$ cat src/rtl/pyrite_vpd_initiator.sv
// rtl/pyrite_vpd_initiator.sv - VPD capability initiator driving the cfg_ext config-extension port
// Runs data write, address/F-flag write, flag polling and data read for one command at a time.
module pyrite_vpd_initiator #(
  parameter logic [7:0] VPD_CAP_OFFSET = 8'hB0,
  parameter logic [7:0] FUNC_NUM       = 8'h00,
  parameter int         CFG_TIMEOUT    = 16,
  parameter int         POLL_INTERVAL  = 8,
  parameter int         POLL_LIMIT     = 1024
) (
  input  logic        clk,
  input  logic        rst_n,
  input  logic        cmd_valid,
  output logic        cmd_ready,
  input  logic        cmd_write,
  input  logic [14:0] cmd_addr,
  input  logic [31:0] cmd_wdata,
  output logic        rsp_valid,
  input  logic        rsp_ready,
  output logic [31:0] rsp_rdata,
  output logic        rsp_err,
  output logic        cfg_ext_read_received,
  output logic        cfg_ext_write_received,
  output logic [9:0]  cfg_ext_register_number,
  output logic [7:0]  cfg_ext_function_number,
  output logic [31:0] cfg_ext_write_data,
  output logic [3:0]  cfg_ext_write_byte_enable,
  input  logic [31:0] cfg_ext_read_data,
  input  logic        cfg_ext_read_data_valid
);

  localparam logic [9:0] HDR_REG = {4'b0000, VPD_CAP_OFFSET[7:2]};
  localparam logic [9:0] DAT_REG = HDR_REG + 10'd1;
  localparam int TW = $clog2(CFG_TIMEOUT + 1);
  localparam int GW = $clog2(POLL_INTERVAL + 1);
  localparam int PW = $clog2(POLL_LIMIT + 1);

  typedef enum logic [3:0] {
    S_IDLE, S_WR_DATA, S_HDR_WR, S_POLL_GAP, S_POLL_RD,
    S_POLL_WAIT, S_DAT_RD, S_DAT_WAIT, S_RESP
  } state_t;

  state_t        state_q;
  logic          wr_q;
  logic [14:0]   addr_q;
  logic [GW-1:0] gap_q;
  logic [TW-1:0] wait_q;
  logic [PW-1:0] poll_q;
  logic          cmd_ready_q;
  logic          rsp_valid_q;
  logic          rsp_err_q;
  logic [31:0]   rsp_rdata_q;
  logic          rd_pulse_q;
  logic          wr_pulse_q;
  logic [9:0]    reg_num_q;
  logic [31:0]   cfg_wdata_q;
  logic [3:0]    cfg_be_q;

  logic [PW-1:0] poll_cnt_d;
  logic [TW-1:0] wait_cnt_d;
  logic          timeout_d;
  logic          flag_done_d;
  logic [14:0]   cmd_addr_d;

  assign poll_cnt_d  = poll_q + 1'b1;
  assign wait_cnt_d  = wait_q + 1'b1;
  assign timeout_d   = (wait_q == TW'(CFG_TIMEOUT));
  // Write completes when the responder clears F, read when it sets F.
  assign flag_done_d = (cfg_ext_read_data[31] != wr_q);
  assign cmd_addr_d  = cmd_addr & 15'h7FFC;

  function automatic logic [31:0] hdr_word(input logic f, input logic [14:0] a);
    return {f, a, 16'h0000};
  endfunction

  always_ff @(posedge clk or negedge rst_n) begin
    if (!rst_n) begin
      state_q     <= S_IDLE;
      wr_q        <= 1'b0;
      addr_q      <= '0;
      gap_q       <= '0;
      wait_q      <= '0;
      poll_q      <= '0;
      cmd_ready_q <= 1'b0;
      rsp_valid_q <= 1'b0;
      rsp_err_q   <= 1'b0;
      rsp_rdata_q <= '0;
      rd_pulse_q  <= 1'b0;
      wr_pulse_q  <= 1'b0;
      reg_num_q   <= '0;
      cfg_wdata_q <= '0;
      cfg_be_q    <= '0;
    end else begin
      rd_pulse_q <= 1'b0;
      wr_pulse_q <= 1'b0;
      case (state_q)
        S_IDLE: begin
          cmd_ready_q <= 1'b1;
          if (cmd_ready_q && cmd_valid) begin
            cmd_ready_q <= 1'b0;
            wr_q        <= cmd_write;
            addr_q      <= cmd_addr_d;
            poll_q      <= '0;
            wr_pulse_q  <= 1'b1;
            if (cmd_write) begin
              reg_num_q   <= DAT_REG;
              cfg_wdata_q <= cmd_wdata;
              cfg_be_q    <= 4'hF;
              state_q     <= S_WR_DATA;
            end else begin
              reg_num_q   <= HDR_REG;
              cfg_wdata_q <= hdr_word(1'b0, cmd_addr_d);
              cfg_be_q    <= 4'hC;
              state_q     <= S_HDR_WR;
            end
          end
        end
        S_WR_DATA: begin
          wr_pulse_q  <= 1'b1;
          reg_num_q   <= HDR_REG;
          cfg_wdata_q <= hdr_word(1'b1, addr_q);
          cfg_be_q    <= 4'hC;
          state_q     <= S_HDR_WR;
        end
        S_HDR_WR: begin
          gap_q   <= '0;
          state_q <= S_POLL_GAP;
        end
        S_POLL_GAP: begin
          if (gap_q == GW'(POLL_INTERVAL - 1)) begin
            rd_pulse_q <= 1'b1;
            reg_num_q  <= HDR_REG;
            state_q    <= S_POLL_RD;
          end else begin
            gap_q <= gap_q + 1'b1;
          end
        end
        S_POLL_RD: begin
          wait_q  <= TW'(1);
          state_q <= S_POLL_WAIT;
        end
        S_POLL_WAIT: begin
          if (cfg_ext_read_data_valid) begin
            if (flag_done_d) begin
              if (wr_q) begin
                rsp_valid_q <= 1'b1;
                rsp_rdata_q <= '0;
                rsp_err_q   <= 1'b0;
                state_q     <= S_RESP;
              end else begin
                rd_pulse_q <= 1'b1;
                reg_num_q  <= DAT_REG;
                state_q    <= S_DAT_RD;
              end
            end else begin
              poll_q <= poll_cnt_d;
              if (poll_cnt_d == PW'(POLL_LIMIT)) begin
                rsp_valid_q <= 1'b1;
                rsp_rdata_q <= '0;
                rsp_err_q   <= 1'b1;
                state_q     <= S_RESP;
              end else begin
                gap_q   <= '0;
                state_q <= S_POLL_GAP;
              end
            end
          end else if (timeout_d) begin
            rsp_valid_q <= 1'b1;
            rsp_rdata_q <= '0;
            rsp_err_q   <= 1'b1;
            state_q     <= S_RESP;
          end else begin
            wait_q <= wait_cnt_d;
          end
        end
        S_DAT_RD: begin
          wait_q  <= TW'(1);
          state_q <= S_DAT_WAIT;
        end
        S_DAT_WAIT: begin
          if (cfg_ext_read_data_valid) begin
            rsp_valid_q <= 1'b1;
            rsp_rdata_q <= cfg_ext_read_data;
            rsp_err_q   <= 1'b0;
            state_q     <= S_RESP;
          end else if (timeout_d) begin
            rsp_valid_q <= 1'b1;
            rsp_rdata_q <= '0;
            rsp_err_q   <= 1'b1;
            state_q     <= S_RESP;
          end else begin
            wait_q <= wait_cnt_d;
          end
        end
        S_RESP: begin
          if (rsp_ready) begin
            rsp_valid_q <= 1'b0;
            rsp_rdata_q <= '0;
            rsp_err_q   <= 1'b0;
            cmd_ready_q <= 1'b1;
            state_q     <= S_IDLE;
          end
        end
        default: state_q <= S_IDLE;
      endcase
    end
  end

  assign cmd_ready                 = cmd_ready_q;
  assign rsp_valid                 = rsp_valid_q;
  assign rsp_rdata                 = rsp_rdata_q;
  assign rsp_err                   = rsp_err_q;
  assign cfg_ext_read_received     = rd_pulse_q;
  assign cfg_ext_write_received    = wr_pulse_q;
  assign cfg_ext_register_number   = reg_num_q;
  assign cfg_ext_function_number   = FUNC_NUM;
  assign cfg_ext_write_data        = cfg_wdata_q;
  assign cfg_ext_write_byte_enable = cfg_be_q;

endmodule

$ cat config.mk
export PLATFORM = sky130hd
export DESIGN_NAME = pyrite_vpd_initiator
export DESIGN_NICKNAME = d
export VERILOG_FILES = /design/src/rtl/pyrite_vpd_initiator.sv
export SDC_FILE = /design/constraint.sdc
export NUM_CORES = 1
export LEC_CHECK = 0
export ABC_AREA = 1
export BUFFER_PORTS_ARGS = -buffer_cell sky130_fd_sc_hd__buf_4
export CORE_MARGIN = 2
export CORE_UTILIZATION = 30
export DETAILED_ROUTE_END_ITERATION = 12
export GPL_TIMING_DRIVEN = 0
export PLACE_DENSITY = 0.63
export REMOVE_ABC_BUFFERS = 1
export SETUP_SLACK_MARGIN = 0.5
export SLEW_MARGIN = 10
export SYNTH_ARGS = -nofsm -noshare
export SYNTH_HDL_FRONTEND = slang
export SYNTH_SLANG_ARGS = --single-unit
$ cat constraint.sdc
create_clock -name clk -period 3 [get_ports clk]
set_input_delay 0.45 -clock clk [delete_from_list [all_inputs] [get_ports clk]]
set_output_delay 0.45 -clock clk [all_outputs]
set_load 0.03 [all_outputs]
==> results of run 1 <==
-- registers in the layout (all words and copies together), names as in the netlist, 2 cells and up --
register	cells
cfg_ext_write_data	32
poll_q	11
cfg_ext_write_byte_enable	2
rsp_rdata	32
addr_q	13
state_q	4
cfg_ext_register_number	2
gap_q	4
wait_q	5
-- critical path: cells and delay by family (launching register included) --
family                   cells  cell delay [ns]
flip-flops                   1             0.44
adder cells (fa/ha/maj)      1             0.24
AND/OR/NAND/NOR             11             1.46
-- layout make-up --
type	count	area (µm²)
inverter	50	193.9
clock buffer	9	225.2
multi-input combinational	508	2576
timing repair buffer	171	1360
fill	1888	11190
clock inverter	7	88.84
tap	234	292.8
sequential	111	2778
-- through the flow --
step / setup slack, ns / utilization, % / instance area (µm²)
5_1_grt: 0.4812 / 40.17 / 7515
3_5_place_dp: -0.1866 / 37.75 / 7062
2_1_floorplan: 0.3152 / - / 5455
6_report: 0.7336 / 40.17 / 7515
4_1_cts: 0.5011 / 39.66 / 7418
3_3_place_gp: -1.095 / 37.11 / 6942
-- cells by family after synthesis --
family                   synth area share (%)
AO/OA/AOI/OAI                           14.35
XOR/XNOR                               0.4595
adder cells (fa/ha/maj)                 1.094
buffers and inverters                   8.751
flip-flops                              48.57
other                                 0.06557
AND/OR/NAND/NOR                         26.71
-- timing repair --
action / 4_1_cts / 5_1_grt
gates resized for setup: 6 / 5
gates cloned: 1 / 1
pin swaps: 2 / 1
hold endpoints to repair: 0 / 0
buffers inserted: 1 / 8
endpoints found under the setup margin: 84 / 63
-- routing by layer --
metal  part of all wire (%)  vias up
met5                      0        -
met3                    7.4       12
met2                     46      159
met1                     46     2480
li1                       -     2620
met4                   0.95        0
-- power by group through the flow --
stage               Sequential [µW]  Combinational, µW  Clock [µW]
global route                   2320               2960        1380
floorplan                      2830               1060           0
finish                         2260               2700        1280
detailed placement             2270               2670           0
CTS                            2260               2710        1320
global placement               2280               2590           0
-- worst paths after layout --
kind	to	slack (ns)	depth (start not counted)
hold / removal	addr_q[6]$_DFFE_PN0P_	-0.006	1
min in group clk	cfg_ext_write_data[1]$_DFFE_PN0P_	0.32	2
setup reg to reg	rsp_err$_DFFE_PN0P_	0.73	12
max in group asynchronous	rsp_rdata[22]$_DFFE_PN0P_	2.30	2
hold reg to reg	addr_q[2]$_DFFE_PN0P_	0.49	2
setup / recovery	rsp_err$_DFFE_PN0P_	0.73	12
-- cell usage in the layout (no fill, tap or decap), types with 14 or more instances in the layout --
cell type | Yosys | final
a21oi_1 | 43 | 43
a22o_1 | 19 | 19
buf_4 | 21 | 166
conb_1 | 1 | 14
dfrtp_1 | 111 | 111
inv_1 | 44 | 44
nand2_1 | 229 | 227
nand3_1 | 17 | 17
nand4_1 | 36 | 36
nor2_1 | 48 | 46
o21ai_0 | 41 | 40
==> impl_metrics.py, run 1 <==
metrics = {
    "status": {
        "run_status": "finished, violations left",
        "violated_checks": "negative hold slack",
    },
    "floorplanning": {
        "die_w_um": 142.1,
        "initial_utilization_pct": 30.58,
        "floorplan.io_pins": 176,
        "die_height_um": 142.1,
        "rows": 50,
        "die_area_mm2": 0.02018,
        "core_area_mm2": 0.01871,
    },
    "routing": {
        "vias": 5271,
        "antenna_left": 0,
        "drt-initial-drc-count": 278,
        "route.detailed.vias_per_inst": 4.836,
        "drcViolationCount": 0,
        "detail_route.first_pass.iterations": 5,
        "finalWirelength_mm": 15.96,
        "post_drt_wl_per_cell_um": 14.64,
    },
    "setup_path": {
        "worstReg2RegStart": "poll_q[0]$_DFFE_PN0P_",
        "critPathMaxStageDelay_ns": 0.44,
        "cells_along_the_critical_path": "ha_1, nand2_1, nor2_2, nand2_1, nand2_1, nand3_1, nor2_1, nand3_2, nand3_4, nand3_4, nand2_1, nand2_1",
        "critPathCaptureType": "register",
        "worst_ep_required_time_ns": 3.25,
        "critPathLaunchType": "register",
        "cp.arrival_ns": 2.51,
        "worst_path_max_delay_cell": "dfrtp_1",
        "setup.worst_path.start": "poll_q[0]$_DFFE_PN0P_",
        "worst-setup-path-type": "register to register",
        "cp_max_fo": 17,
        "crit_top_cell": "nand2_1",
    },
    "logic_synthesis": {
        "post_synth.cell_area_avg_um2": 8.089,
        "asyncSetResetFlopFracSynth_pct": 100.0,
        "post-synth-top-area-cell": "dfrtp_1",
        "portion_of_the_post_synthesis_area_used_by_sequential_elements_pct": 48.57,
        "synth-main-ff-cell": "dfrtp_1",
        "yosysWarnings": 0,
        "leading_cell_type_by_number_of_instances_after_synthesis": "nand2_1",
        "synthDistinctLibCells": 38,
        "synth_top_cells_by_area": "dfrtp_1 49%, nand2_1 15%, nand4_1 3.9%",
        "synth.ff_latch_count": 111,
        "synth_edf_count": 0,
        "post_synth_instance_area_mm2": 0.005719,
        "syn_inst": 707,
        "synthTopCellsByCount": "229 x nand2_1, 111 x dfrtp_1, 48 x nor2_1",
        "synth_top_area_share_pct": 48.57,
    },
    "timing": {
        "totalNegativeSetupSlack_ns": 0,
        "final_max_slew_viol_count": 0,
        "post-route-min-period_ns": 2.266,
        "worst_clock_skew_ns": 0.01091,
        "max_freq_mhz": 441.2,
        "hold-worst-slack_ns": -0.006101,
        "worstMarginPinSlew_ns": 0.8867,
        "rsz0062_at_grt": "true",
        "maxSlewHeadroom_pct": 40.74,
        "setup-violations-final": 0,
        "finalHoldViolations": 2,
        "fin_crit_sh_pct": 75.55,
    },
    "global_routing": {
        "grt_util_met1_pct": 20.89,
        "grt_max_degree": 70,
        "grt_antenna_before_repair": 0,
        "grt_first_pass_wirelength_mm": 25.24,
        "grt-ovfl-total": 0,
        "met2_usage_pct": 25.10,
        "gr-max-usage-layer": "met2",
        "first_global_vias": 4891,
        "grt.total_usage_pct": 15.57,
        "grtUsageMet3_pct": 4.273,
    },
    "clock_tree": {
        "clock-root-buffer": "clkbuf_16",
        "level_count_of_the_clock_h_tree": 3,
        "clock_sinks": 111,
        "cts-buffers-inserted": 9,
        "clk_pin_slew_worst_paths_ns": 0.08,
        "hold_buffers": 0,
        "clock_tree_from_tritoncts": "built",
        "clock_latency_ns": 0.37,
        "cts.path.max_buffers": 2,
    },
    "final_layout": {
        "instances_no_fill": 1090,
        "finalNetCount": 941,
        "layout-drive-gt1-share_pct": 25.35,
        "num_antenna_cells": 0,
        "area.growth.synth_to_final_pct": 31.39,
    },
    "flow_run": {
        "drv.max_cap_violation_count": 0,
    },
    "hold_path": {
        "worst_hold_path_type": "input pin to asynchronous set/reset pin",
    },
    "pwr": {
        "proportion_of_total_power_due_to_net_switching_pct": 42.87,
        "p_per_area_mw_per_mm2": 830.0,
        "leakagePower_uw": 0.003739,
        "power.combinational.fraction_pct": 43.3,
        "switching_power_total_uw": 2674,
        "max-vdd-ir-drop_mv": 0.4117,
        "p_total_uw": 6238,
        "power.share.sequential_pct": 36.2,
        "power.share.clock_pct": 20.5,
        "p_int_uw": 3564,
    },
    "placed_design": {
        "dp_cells": 1063,
        "gp_congestion": 0.8292,
        "detailed_place_hpwl_mm": 10.37,
        "place.port_buffers": 159,
    },
}
(Power assumes the default switching activity.)
==> run 2: changes to the inputs <==
- ABC_AREA: 1 -> 0
- clock period: 3 -> 2.1 ns (I/O delays scaled with it)
==> run 2 against run 1 <==
  * The run now ends clean
  * Sequential cell count is the same
  * Worst hold slack gained 0.12 ns
  * Area after synthesis is 11% lower
  * Highest routed layer unchanged
==> impl_metrics.py, run 2 <==
metrics = {
    "floorplanning": {
        "initial_utilization_pct": 30.73,
        "die_area_mm2": 0.01811,
        "core_area_mm2": 0.01664,
        "die_w_um": 134.6,
        "die_height_um": 134.6,
        "floorplan.io_pins": 176,
        "rows": 47,
    },
    "setup_path": {
        "worst-setup-path-type": "register to register",
        "worstReg2RegStart": "poll_q[0]$_DFFE_PN0P_",
        "setup.worst_path.start": "poll_q[0]$_DFFE_PN0P_",
        "cp_max_fo": 8,
        "critPathCaptureType": "register",
        "setup_slack_on_the_worst_flop_to_flop_path_ns": 0.14,
        "critPathLaunchType": "register",
        "worst_path_dominant_cell_family": "compound AO/OA/AOI/OAI gates",
        "timing.critical_path.buf_inv": 2,
        "ff2ff_path_depth": 8,
        "cp_num_cells": 8,
        "endpoint": "rsp_rdata[25]$_DFFE_PN0P_",
        "cells_along_the_critical_path": "buf_4, and3_4, mux2i_4, a31oi_4, o21ai_4, buf_12, nand3_4, a22o_1",
        "critPathMaxStageDelay_ns": 0.37,
        "cp.arrival_ns": 2.21,
        "critical_path.reg2reg.endpoint": "rsp_rdata[25]$_DFFE_PN0P_",
        "worst_ep_required_time_ns": 2.35,
        "worst_path_max_delay_cell": "dfrtp_1",
    },
    "routing": {
        "drt-initial-drc-count": 219,
        "route.detailed.vias_per_inst": 5.032,
        "post_drt_wl_per_cell_um": 16.98,
        "detail_route.first_pass.iterations": 4,
        "antenna_left": 0,
        "drcViolationCount": 0,
        "finalWirelength_mm": 15.85,
        "vias": 4695,
    },
    "clock_tree": {
        "cts.path.max_buffers": 2,
        "clk_pin_slew_worst_paths_ns": 0.08,
        "cts-buffers-inserted": 9,
        "clock_sinks": 111,
        "clock_tree_from_tritoncts": "built",
        "level_count_of_the_clock_h_tree": 3,
        "hold_buffers": 0,
        "clock_latency_ns": 0.36,
        "clock-root-buffer": "clkbuf_16",
    },
    "logic_synthesis": {
        "post_synth_instance_area_mm2": 0.005115,
        "asyncSetResetFlopFracSynth_pct": 100.0,
        "syn_inst": 500,
        "portion_of_the_post_synthesis_area_used_by_sequential_elements_pct": 54.31,
        "dominant_combinational_cell_family_by_area_after_synthesis": "compound AO/OA/AOI/OAI gates",
        "leading_cell_type_by_number_of_instances_after_synthesis": "dfrtp_1",
        "synth_compound_gate_area_share_pct": 21.31,
        "synth_top_cells_by_area": "dfrtp_1 54%, a22o_1 9.2%, nand2_1 5.8%",
        "yosys.area_share.simple_pct": 13.67,
        "synthDistinctLibCells": 52,
        "muxShareOfSynthArea_pct": 2.935,
        "post_synth.cell_area_avg_um2": 10.23,
        "synth.ff_latch_count": 111,
        "synthTopCellsByCount": "111 x dfrtp_1, 79 x nand2_1, 54 x a22o_1",
        "synth-main-ff-cell": "dfrtp_1",
        "yosysWarnings": 0,
        "yosys.area_share.adder_pct": 1.223,
        "synth_top_area_share_pct": 54.31,
        "synth_xor_xnor_area_share_pct": 0.1712,
        "synth_edf_count": 0,
        "post-synth-top-area-cell": "dfrtp_1",
    },
    "placed_design": {
        "gp_congestion": 0.7853,
        "post_dp_cell_area_mm2": 0.006402,
        "dp_cells": 848,
        "place.port_buffers": 159,
        "detailed_place_hpwl_mm": 9.005,
    },
    "timing": {
        "worst_clock_skew_ns": 0.009067,
        "fin_crit_sh_pct": 93.46,
        "worstMarginPinSlew_ns": 1.019,
        "post-route-min-period_ns": 1.963,
        "rsz0062_at_grt": "true",
        "finalHoldViolations": 0,
        "maxSlewHeadroom_pct": 32.05,
        "setup-violations-final": 0,
        "max_freq_mhz": 509.5,
        "final_max_slew_viol_count": 0,
    },
    "final_layout": {
        "post-route-util_pct": 47.71,
        "finalNetCount": 799,
        "finish.instance_area_mm2": 0.007940,
        "mostFrequentLayoutCell": "buf_4",
        "layout.cells.most_common_list": "189 x buf_4, 105 x dfrtp_1, 57 x nand2_1, 54 x a22o_1, 21 x o21ai_1",
        "layout-drive-gt1-share_pct": 48.11,
        "num-fill-cells": 1501,
        "area.growth.synth_to_final_pct": 55.23,
        "num_antenna_cells": 0,
        "instances_no_fill": 933,
    },
    "status": {
        "run_status": "finished clean",
    },
    "global_routing": {
        "grt-ovfl-total": 0,
        "grt_antenna_before_repair": 0,
        "grt.total_usage_pct": 17.18,
        "first_global_vias": 4770,
        "grt_first_pass_wirelength_mm": 24.54,
        "grt_max_degree": 112,
    },
    "flow_run": {
        "drv.max_cap_violation_count": 0,
    },
    "pwr": {
        "leakagePower_uw": 0.003785,
        "power.share.clock_pct": 14.9,
        "p_per_area_mw_per_mm2": 1403,
        "p_total_uw": 11140,
        "max-vdd-ir-drop_mv": 0.6201,
        "power.combinational.fraction_pct": 52.8,
        "p_int_uw": 6355,
        "proportion_of_total_power_due_to_net_switching_pct": 42.97,
        "power.share.sequential_pct": 32.3,
        "switching_power_total_uw": 4787,
    },
    "hold_path": {
        "worst_hold_path_type": "input pin to asynchronous set/reset pin",
    },
}
## run 2: worst reg2reg max path: stages (launching register included)
cell	delay (ns)
dfrtp_1	0.37
buf_4	0.15
and3_4	0.23
mux2i_4	0.26
a31oi_4	0.12
o21ai_4	0.16
buf_12	0.15
nand3_4	0.15
a22o_1	0.26
## run 2: cells by family (layout without fill, tap and decap cells)
family / after synthesis / count (layout)
fa+ha+maj: 5 / 5
other cells: 1 / 14
xor+xnor: 1 / 1
flops: 111 / 111
compound gates: 154 / 155
buf+inv: 59 / 247
mux: 15 / 15
simple gates: 154 / 165
## run 2: how the worst min path moves through the flow
| stage | to | slack (ns) | depth (start not counted) |
|---|---|---|---|
| floorplan | addr_q[10]$_DFFE_PN0P_ | 0.02 | 0 |
| global placement | addr_q[12]$_DFFE_PN0P_ | 0.46 | 2 |
| detailed placement | addr_q[12]$_DFFE_PN0P_ | 0.46 | 2 |
| CTS | addr_q[7]$_DFFE_PN0P_ | 0.14 | 3 |
| global route | rsp_valid$_DFFE_PN0P_ | 0.16 | 2 |
| finish | rsp_rdata[24]$_DFFE_PN0P_ | 0.11 | 1 |
## run 2: metal layers
layer	share of wire (%)	global-route usage, %
met4	1.6	4.444
met1	41	21.67
met5	0	0
met3	6.8	4.805
met2	51	29.14
## run 2: per-stage QoR
step | TNS (ns) | hold WS (ns) | worst slack, ns
2_1_floorplan | -9.304 | 0.01941 | -0.4106
3_3_place_gp | -68.94 | 0.4573 | -1.263
3_5_place_dp | -27.10 | 0.4626 | -0.7032
4_1_cts | 0 | 0.1412 | 0.1376
5_1_grt | 0 | 0.1554 | 0.06313
6_report | 0 | 0.1115 | 0.1374
## run 2: timing repair
item	CTS	global route
pin swaps	62	50
cloned	15	1
setup buffers	42	12
setup endpoints to repair	106	106
resized for setup	122	60
## run 2: power by group through the flow
stage | combinational (µW) | sequential (µW) | clock, µW
final | 5880 | 3600 | 1660
after global routing | 6250 | 3690 | 1810
after CTS | 5420 | 3550 | 1710
after detailed placement | 4350 | 3570 | 0
after global placement | 4230 | 3540 | 0
after floorplan | 1470 | 4700 | 0
## run 2: layout make-up
| class | instances | area, µm² | share of cell area, % |
|---|---|---|---|
| Clock buffer | 9 | 225.2 | 2.836 |
| Clock inverter | 6 | 55.05 | 0.6933 |
| Inverter | 12 | 45.04 | 0.5673 |
| Multi-Input combinational cell | 355 | 2656 | 33.45 |
| Sequential cell | 111 | 2785 | 35.08 |
| Tap cell | 220 | 275.3 | 3.467 |
| Timing Repair Buffer | 220 | 1898 | 23.90 |
==> run 3: changes to the inputs <==
- clock period: 2.1 -> 2.2 ns (I/O delays scaled with it)
==> run 3 against run 2 <==
  * Critical path depth unchanged
  * Largest power group unchanged
  * Highest routed layer unchanged
  * Final area fell by 4.3%
  * Sequential power decreased by 5.8%
  * Clock skew hardly changed
==> impl_metrics.py, run 3 (same netlist as run 2, synthesis figures left out) <==
metrics = {
    "status": {
        "run_status": "finished clean",
    },
    "pwr": {
        "leakagePower_uw": 0.003670,
        "p_per_area_mw_per_mm2": 1331,
        "max-vdd-ir-drop_mv": 0.5914,
        "p_total_uw": 10120,
    },
    "final_layout": {
        "layout-drive-gt1-share_pct": 43.29,
        "instances_no_fill": 920,
        "finish.instance_area_mm2": 0.007601,
        "layout.cells.most_common_list": "195 x buf_4, 106 x dfrtp_1, 73 x nand2_1, 54 x a22o_1, 21 x o21ai_1",
        "sequential_cell_area_mm2": 0.002784,
        "finalNetCount": 786,
        "area.growth.synth_to_final_pct": 48.61,
        "mostFrequentLayoutCell": "buf_4",
        "num-fill-cells": 1544,
        "num_antenna_cells": 0,
        "multi_input_area_mm2": 0.002480,
    },
    "clock_tree": {
        "clk_pin_slew_worst_paths_ns": 0.08,
        "clock_tree_from_tritoncts": "built",
        "clock_sinks": 111,
        "cts.path.max_buffers": 2,
        "cts-buffers-inserted": 9,
        "hold_buffers": 0,
        "level_count_of_the_clock_h_tree": 3,
        "clock_latency_ns": 0.36,
        "clock-root-buffer": "clkbuf_16",
    },
    "floorplanning": {
        "core_area_mm2": 0.01664,
        "floorplan.io_pins": 176,
        "die_w_um": 134.6,
        "die_height_um": 134.6,
        "rows": 47,
        "initial_utilization_pct": 30.73,
        "die_area_mm2": 0.01811,
    },
    "setup_path": {
        "critPathLaunchType": "register",
        "setup_slack_on_the_worst_flop_to_flop_path_ns": 0.24,
        "cp_max_fo": 8,
        "critical_path.reg2reg.endpoint": "rsp_rdata[25]$_DFFE_PN0P_",
        "worst-setup-path-type": "register to register",
        "critPathCaptureType": "register",
        "ff2ff_path_depth": 8,
        "worstReg2RegStart": "poll_q[0]$_DFFE_PN0P_",
        "cp.arrival_ns": 2.21,
        "worst_ep_required_time_ns": 2.45,
    },
    "timing": {
        "setup-violations-final": 0,
        "final_max_slew_viol_count": 0,
        "worstMarginPinSlew_ns": 1.043,
        "fin_crit_sh_pct": 89.29,
        "max_freq_mhz": 509.1,
        "rsz0062_at_grt": "true",
        "maxSlewHeadroom_pct": 30.45,
        "worst_clock_skew_ns": 0.008705,
        "finalHoldViolations": 0,
        "post-route-min-period_ns": 1.964,
    },
    "routing": {
        "drt-initial-drc-count": 219,
        "finalWirelength_mm": 15.39,
        "route.detailed.vias_per_inst": 5.016,
        "antenna_left": 0,
        "post_drt_wl_per_cell_um": 16.72,
        "drcViolationCount": 0,
        "vias": 4615,
        "detail_route.first_pass.iterations": 4,
    },
    "placed_design": {
        "place.port_buffers": 159,
        "gp_congestion": 0.7853,
        "detailed_place_hpwl_mm": 9.005,
        "dp_cells": 848,
        "post_dp_cell_area_mm2": 0.006402,
    },
    "global_routing": {
        "grt_antenna_before_repair": 0,
        "grt-ovfl-total": 0,
        "grt.total_usage_pct": 15.33,
        "first_global_vias": 4409,
        "grt_max_degree": 112,
        "grt_first_pass_wirelength_mm": 22.11,
    },
    "hold_path": {
        "worst_hold_path_type": "input pin to asynchronous set/reset pin",
    },
    "flow_run": {
        "drv.max_cap_violation_count": 0,
    },
}
[run 3: cell types whose count changed in the layout (fill, tap and decap cells not counted), sizes merged]
| cell | change |
|---|---|
| buf | -12 |
| clkbuf | +3 |
| and2 | -2 |
| nor2 | -2 |
[run 3: worst max-delay path by stage]
stage / startpoint / end / slack (ns)
global placement: state_q[3]$_DFFE_PN0P_ / poll_q[2]$_DFFE_PN0P_ / -1.16
global route: poll_q[0]$_DFFE_PN0P_ / rsp_rdata[9]$_DFFE_PN0P_ / 0.18
finish: poll_q[0]$_DFFE_PN0P_ / rsp_rdata[25]$_DFFE_PN0P_ / 0.24
CTS: poll_q[1]$_DFFE_PN0P_ / rsp_rdata[9]$_DFFE_PN0P_ / 0.24
floorplan: state_q[3]$_DFFE_PN0P_ / poll_q[8]$_DFFE_PN0P_ / -0.31
detailed placement: state_q[3]$_DFFE_PN0P_ / cfg_ext_write_data[8]$_DFFE_PN0P_ / -0.60
[run 3: power by group]
group / total [µW] / switching [µW] / internal, µW
combinational: 5150 / 3000 / 2150
clock: 1580 / 798 / 783
sequential: 3390 / 560 / 2830
[run 3: metal layers]
metal	global-route usage, %	vias up	share of wire [%]
met1	19.83	2245	42
met2	25.14	185	49
met3	4.580	28	6.4
met4	4.152	0	2.0
met5	0	-	0
li1	-	2157	-
[run 3: area by class of cell]
cell class	instances	share of cell area [%]
inverters	12	0.5926
flip-flops and latches	111	36.63
multi-input cells	351	32.63
clock buffers	9	2.963
clock inverters	6	0.7243
repair buffers	211	22.85
well taps	220	3.621
[run 3: repair_timing]
action | CTS | global route
setup buffers | 20 | 25
hold endpoints to repair | 0 | 0
endpoints found under the setup margin | 104 | 96
pin swaps | 18 | 41
gates cloned | 4 | 8
resized for setup | 47 | 71
[run 3: metrics by stage]
stage	hold slack [ns]	setup WS [ns]	util, %	setup TNS (ns)
3_5_place_dp	0.4626	-0.6032	38.47	-20.62
4_1_cts	0.1562	0.2376	42.52	0
2_1_floorplan	0.03441	-0.3106	-	-3.644
3_3_place_gp	0.4573	-1.163	38.19	-59.59
6_report	0.06678	0.2357	45.67	0
5_1_grt	0.1700	0.1835	45.67	0
[run 3: worst max-delay path, cell delays in order, from the launching register on]
cell and delay (ns):
dfrtp_1 0.36, buf_4 0.15, and3_4 0.23, mux2i_4 0.26, a31oi_4 0.12, o21ai_4 0.16
buf_12 0.15, nand3_4 0.15, a22o_1 0.25
